<file path="config.mk">
export PLATFORM = sky130hd
export DESIGN_NAME = inst_fetch
export DESIGN_NICKNAME = d
export VERILOG_FILES = /design/src/rtl/inst_fetch.sv
export SDC_FILE = /design/constraint.sdc
export NUM_CORES = 1
export LEC_CHECK = 0
export BUFFER_PORTS_ARGS = -buffer_cell sky130_fd_sc_hd__buf_2
export CAP_MARGIN = 20
export CORE_AREA = 3 3 100 140
export CTS_CLUSTER_DIAMETER = 150
export DETAILED_ROUTE_END_ITERATION = 6
export DIE_AREA = 0 0 103 143
export GPL_ROUTABILITY_DRIVEN = 0
export GPL_TIMING_DRIVEN = 0
export PLACE_DENSITY_LB_ADDON = 0.3
export SLEW_MARGIN = 20
export SYNTH_ARGS = -nofsm -noshare
export SYNTH_HDL_FRONTEND = slang
export SYNTH_SLANG_ARGS = --single-unit
</file>
<file path="constraint.sdc">
create_clock -name clka -period 10.13 [get_ports clka]
set_clock_uncertainty 0.15 [all_clocks]
set_input_delay 1.5195 -clock clka [delete_from_list [all_inputs] [get_ports clka]]
set_output_delay 1.5195 -clock clka [all_outputs]
set_load 0.02 [all_outputs]
</file>
<file path="src/rtl/inst_fetch.sv">
// inst_fetch: sequential instruction fetch with a 2-entry {pc, inst} buffer in front of a synchronous ROM.
//   clka        : clock, all state changes on the rising edge
//   rsta        : synchronous active-high reset
//   imem_addr   : word address to the ROM (data returns one edge later on imem_data)
//   out_valid/out_ready/out_inst/out_pc : head of the buffer towards the execute stage
//   redirect_en/redirect_pc : restart fetch at a new address (only with INST_FETCH_REDIRECT_EN defined)
module inst_fetch #(
   parameter int          ADDR_W   = 6,
   parameter logic [31:0] RESET_PC = 32'h0000_0000
) (
   input  logic              clka,
   input  logic              rsta,
   output logic [ADDR_W-1:0] imem_addr,
   input  logic [31:0]       imem_data,
   output logic              out_valid,
   input  logic              out_ready,
   output logic [31:0]       out_inst,
   output logic [31:0]       out_pc,
   input  logic              redirect_en,
   input  logic [31:0]       redirect_pc
);
   logic [31:0] pc, inflight_pc, target;
   logic [31:0] fifo_pc [2];
   logic [31:0] fifo_inst [2];
   logic [1:0]  count, occ, after_pop;
   logic        inflight, pop, redir, issue;
`ifdef INST_FETCH_REDIRECT_EN
   logic unused_redirect;
   assign redir = redirect_en;
   assign target = {redirect_pc[31:2], 2'b00};
   assign unused_redirect = ^redirect_pc[1:0];
`else
   logic unused_redirect;
   assign redir = 1'b0;
   assign target = '0;
   assign unused_redirect = ^{redirect_en, redirect_pc};
`endif
   always_comb begin
      out_valid = count != 2'd0;
      out_pc    = out_valid ? fifo_pc[0] : '0;
      out_inst  = out_valid ? fifo_inst[0] : '0;
      imem_addr = pc[ADDR_W+1:2];
      pop       = out_valid & out_ready;
      after_pop = count - {1'b0, pop};
      // occupancy after this edge: the in-flight read lands in the buffer
      occ       = after_pop + {1'b0, inflight};
      issue     = ~redir & (occ < 2'd2);
   end
   always_ff @(posedge clka) begin
      if (rsta) begin
         pc       <= RESET_PC;
         count    <= '0;
         inflight <= 1'b0;
      end else if (redir) begin
         pc       <= target;
         count    <= '0;
         inflight <= 1'b0;
      end else begin
         if (pop) begin
            fifo_pc[0]   <= fifo_pc[1];
            fifo_inst[0] <= fifo_inst[1];
         end
         if (inflight) begin
            fifo_pc[after_pop[0]]   <= inflight_pc;
            fifo_inst[after_pop[0]] <= imem_data;
         end
         count    <= occ;
         inflight <= issue;
         if (issue) begin
            inflight_pc <= pc;
            pc          <= pc + 32'd4;
         end
      end
   end
endmodule

</file>
Word-level counts from Yosys, hierarchy flattened
Memory sizes are Yosys's and may differ from the RTL's.
Cells that the tools add are included.

cells by class
  mux-type cells = 8
  reduce and logical (&&, ||, !) cells = 2
  magnitude comparators = 1
  $add $sub $neg = 3
  bitwise operators = 2

operators with widths
  operator                                                         count
  32-bit 2-to-1 mux                                                2
  32-bit by 3-bit adder with 32-bit output, second input constant  1
  1-bit 2-to-1 mux                                                 6
  2-bit by 1-bit adder with 2-bit output                           1
  2-bit < comparator, second input constant                        1
  2-bit AND reduction                                              1
  2-bit nonzero test                                               1
  2-bit by 1-bit subtractor with 2-bit output                      1
  1-bit bitwise AND                                                1
  1-bit inverter                                                   1

word-level totals
  RAM bits = 128
  register bits after elaboration = 67
  word-level logic and storage cells = 22
  input bits = 68
  memories kept = 2
  output and inout port bits = 71

memories
  memory     words  bits a word  read ports  clocked after memory_dff  wr ports  RTL line  text
  fifo_inst  2      32           2           0                         2         24        logic [31:0] fifo_inst [2];
  fifo_pc    2      32           2           0                         2         23        logic [31:0] fifo_pc [2];

Depth between registers and ports, before layout
  depth after elaboration = 6
  mapped depth = 12
  gate-level depth less buffers = 10

Worst setup path after synthesis
No wires, ideal clock.

  path type = input port to flip-flop
  start = in rsta
  end = mem fifo_inst[1][0], enable pin
  slack = 2.928 ns
  data required time = 9.409 ns
  path buffers = 2
  setup time = 0.571 ns
  cell stages on the path = 3
  data arrival time = 6.481 ns
  cell sequence = clkbuf_1 -> clkbuf_1 -> nor3b_1

RTL lines
  element          RTL line  text
  start, declared  12        input logic rsta,
  end, declared    24

==> tab_implementation.tex <==
\begin{tabular}{lr}
\hline
Metric & Value \\
\hline
\multicolumn{2}{l}{\textbf{Clock network}} \\
Clock tree from TritonCTS & yes \\
Hold-fix buffer count after cts & 0 \\
Number of CTS-inserted buffers & 17 \\
Maximum clock insertion buffer count & 2 \\
Worst-skew pair later-pin latency & 0.41 ns \\
Clock slew at reported path FFs & 0.07 ns \\
CTS H-Tree Depth & 4 \\
Setup Buffers After CTS & 0 \\
Cell at the root of the clock tree & sky130\_fd\_sc\_hd\_\_clkbuf\_16 \\
Resized Gates After CTS & 0 \\
CTS Sinks & 187 \\
\multicolumn{2}{l}{\textbf{Timing}} \\
Highest Clock Rate & 269 MHz \\
Final period util & 36.6\% \\
RSZ-0062 raised after global routing & no \\
Max Transition Viols Final & 0 \\
Worst rel slew slack & 53.8\% \\
Minimum hold slack & 0.301 ns \\
Setup Viol. Count Final & 0 \\
Final hold violation count & 0 \\
Slack of the critical path & 6.42 ns \\
Final min period & 3.71 ns \\
TNS Setup & 0 ns \\
Worst-margin pin slew & 0.691 ns \\
\multicolumn{2}{l}{\textbf{Floorplanning}} \\
Die outline area & 14,700 um\^{}2 \\
Die height & 143 um \\
I/O pins & 139 \\
Initial Utilization & 58.2\% \\
Width of the die & 103 um \\
Area inside the core boundary & 12,900 um\^{}2 \\
Number of rows in the core area & 49 \\
\multicolumn{2}{l}{\textbf{Route}} \\
DRC violation count after routing & 0 \\
Detailed Route WL & 13,300 um \\
Count of TritonRoute iterations in the first routing pass & 4 \\
DR WL/cell & 16.8 um \\
DRT iter0 DRCs & 187 \\
Post-DRT Antenna Nets & 0 \\
Avg Vias per Cell & 5.51 \\
Via Count & 4,351 \\
\multicolumn{2}{l}{\textbf{Global route}} \\
Maximum number of pins on one net before global-route repair & 25 \\
Global-route wire length before repair & 21,400 um \\
Vias in the first global route & 4,344 \\
Global-route congestion overflow total & 0 \\
Initial antenna violation count & 0 \\
GRT Resource Usage Total & 18.5\% \\
\multicolumn{2}{l}{\textbf{Synth}} \\
Average cell area after synthesis & 15.3 um\^{}2 \\
Async set or reset register ratio after synthesis & 0\% \\
Total number of yosys warnings & 0 \\
Most used flip-flop cell after synthesis & sky130\_fd\_sc\_hd\_\_edfxtp\_1 \\
Count of different cell masters after synthesis & 36 \\
Instance count of the mapped netlist & 491 \\
Register bit total from synthesis & 187 \\
Sequential element share of the synthesized area & 70.5\% \\
Netlist Area Pre-Place & 7500 um\^{}2 \\
Post-synth EDFFs & 154 \\
\multicolumn{2}{l}{\textbf{Place}} \\
Dpl hpwl & 9290 um \\
\# placed instances & 758 \\
Post-place instance area & 8370 um\^{}2 \\
Number of buffers inserted by port buffering & 103 \\
Setup WS pre-CTS & 5.94 ns \\
\multicolumn{2}{l}{\textbf{Finish}} \\
Non-filler cells in the finished layout & 790 \\
Commonest non-fill, non-tap cells in the layout & 154 x sky130\_fd\_sc\_hd\_\_edfxtp\_1, 111 x sky130\_fd\_sc\_hd\_\_buf\_2, 69 x sky130\_fd\_sc\_hd\_\_mux2\_2 \\
Count of nets after finishing & 695 \\
Most common cell after layout, fill and taps aside & sky130\_fd\_sc\_hd\_\_edfxtp\_1 \\
Final standard cell area without fillers & 8950 um\^{}2 \\
Antenna diode instance count & 0 \\
Util after Layout & 69.6\% \\
Synthesis-to-layout area growth & 19.5\% \\
Fraction of final layout cells with drive strength greater than 1 & 37.5\% \\
Number of filler instances in the final layout & 837 \\
Multi-input logic area & 2050 um\^{}2 \\
Area used by sequential logic in the layout & 5290 um\^{}2 \\
\multicolumn{2}{l}{\textbf{Power and ir drop}} \\
Total power draw & 2.41 mW \\
Pwr dens & 269 nW/um\^{}2 \\
Maximum VDD drop & 0.151 mV \\
Leakage power of the design & 3.40 nW \\
\multicolumn{2}{l}{\textbf{Critical path}} \\
Critical path required time & 10.14 ns \\
Capturing instance or port of the critical path & fifo\_pc[0][30] \\
Maximum single-stage delay on the critical path & 0.39 ns \\
Critical Path Start & out\_ready \\
Critical register-to-register path endpoint & fifo\_pc[0][30] \\
Minimum setup slack among reg-to-reg paths & 6.60 ns \\
Ordered list of cells on the worst path & buf\_2 > nand2\_1 > inv\_1 > ha\_1 > nand3b\_1 > clkbuf\_1 > buf\_2 > o21ai\_4 > buf\_16 > buf\_16 \\
Data arrival time of the critical path & 3.73 ns \\
Depth of the worst register-to-register path & 11 \\
Largest fanout of any net on the critical path & 24 \\
Category of the most critical setup path & primary input to register \\
Type of element capturing the critical path & register \\
Slowest-stage cell, CP & sky130\_fd\_sc\_hd\_\_clkbuf\_1 \\
CP startpoint kind & primary input \\
Critical R2R Launch & count[1] \\
\multicolumn{2}{l}{\textbf{Flow run}} \\
Max-cap violations & 0 \\
\multicolumn{2}{l}{\textbf{Hold path}} \\
Cells on Worst Hold Path & 0 \\
Worst min-delay path category & register to register \\
\multicolumn{2}{l}{\textbf{Status}} \\
Result of the run & finished clean \\
\hline
\end{tabular}
==> cells in the mapped netlist (2+ instances only) <==
| library cell | n | area (um^2) |
|---|---|---|
| sky130_fd_sc_hd__a21oi_1 | 13 | 65.1 |
| sky130_fd_sc_hd__and2_1 | 67 | 419 |
| sky130_fd_sc_hd__and3_1 | 5 | 31.3 |
| sky130_fd_sc_hd__and4_1 | 5 | 43.8 |
| sky130_fd_sc_hd__buf_1 | 2 | 7.51 |
| sky130_fd_sc_hd__buf_2 | 8 | 40.0 |
| sky130_fd_sc_hd__buf_4 | 8 | 60.1 |
| sky130_fd_sc_hd__clkbuf_1 | 12 | 45.0 |
| sky130_fd_sc_hd__dfxtp_1 | 33 | 661 |
| sky130_fd_sc_hd__edfxtp_1 | 154 | 4620 |
| sky130_fd_sc_hd__ha_1 | 3 | 37.5 |
| sky130_fd_sc_hd__inv_1 | 7 | 26.3 |
| sky130_fd_sc_hd__mux2_2 | 69 | 777 |
| sky130_fd_sc_hd__nand2_1 | 11 | 41.3 |
| sky130_fd_sc_hd__nand3_1 | 5 | 25.0 |
| sky130_fd_sc_hd__nand4_1 | 9 | 56.3 |
| sky130_fd_sc_hd__nor2_1 | 18 | 67.6 |
| sky130_fd_sc_hd__nor2b_1 | 10 | 62.6 |
| sky130_fd_sc_hd__nor3_1 | 5 | 25.0 |
| sky130_fd_sc_hd__o21ai_0 | 5 | 25.0 |
| sky130_fd_sc_hd__o31ai_1 | 9 | 67.6 |
| sky130_fd_sc_hd__or3_1 | 4 | 25.0 |
| sky130_fd_sc_hd__or4_1 | 9 | 67.6 |
| sky130_fd_sc_hd__xor2_1 | 8 | 70.1 |
==> sequential cells by signal, summed over array words and instances, names as in the netlist <==
signal       count
fifo_inst       64
fifo_pc         60
inflight_pc     30
pc              30
count            2
inflight         1
==> power by group <==
group	internal [mW]	switching, mW
Clock	0.357	0.292
Sequential	1.07	0.0558
Combinational	0.256	0.380
==> worst min-delay path by stage <==
| stage | startpoint | to | slack [ns] |
|---|---|---|---|
| final | inflight_pc[25] | fifo_pc[1][25] | 0.30 |
| after global routing | inflight_pc[15] | fifo_pc[1][15] | 0.31 |
| after CTS | inflight_pc[22] | fifo_pc[1][22] | 0.30 |
| after detailed placement | inflight_pc[22] | fifo_pc[1][22] | 0.28 |
| after global placement | inflight_pc[11] | fifo_pc[1][11] | 0.28 |
| after floorplan | inflight_pc[10] | fifo_pc[1][10] | 0.27 |
==> final cells by class <==
cell class | count | area share, %
clock buffer | 18 | 4.90
buffer | 31 | 1.76
sequential | 187 | 59.0
timing repair buffer | 113 | 7.27
tap | 153 | 2.14
clock inverter | 14 | 1.68
multi-input combinational | 267 | 22.9
inverter | 7 | 0.293
==> critical path: cells and delay by family <==
kind / cells / cell delay, ns
fa+ha+maj: 1 / 0.32
simple gates: 2 / 0.23
compound gates: 1 / 0.26
buf+inv: 6 / 1.37
==> routing by layer <==
layer	share of wire (%)	wire length (um)	vias to the layer above	GRT usage [%]
met3	4.4	584	20	4.01
met4	1.5	200	0	6.34
met1	40	5340	2117	22.5
met2	54	7130	130	32.5
met5	0	0	-	0
li1	-	-	2084	-
==> cell families after synthesis <==
family                   share of synthesized area (%)
flip-flops                                        70.5
AND/OR/NAND/NOR                                   12.5
multiplexers                                      10.5
buffers and inverters                             2.45
AO/OA/AOI/OAI                                     2.10
XOR/XNOR                                          1.37
adder cells (fa/ha/maj)                          0.501
other                                           0.0500
Note: power is estimated with default switching activity, not from simulation.
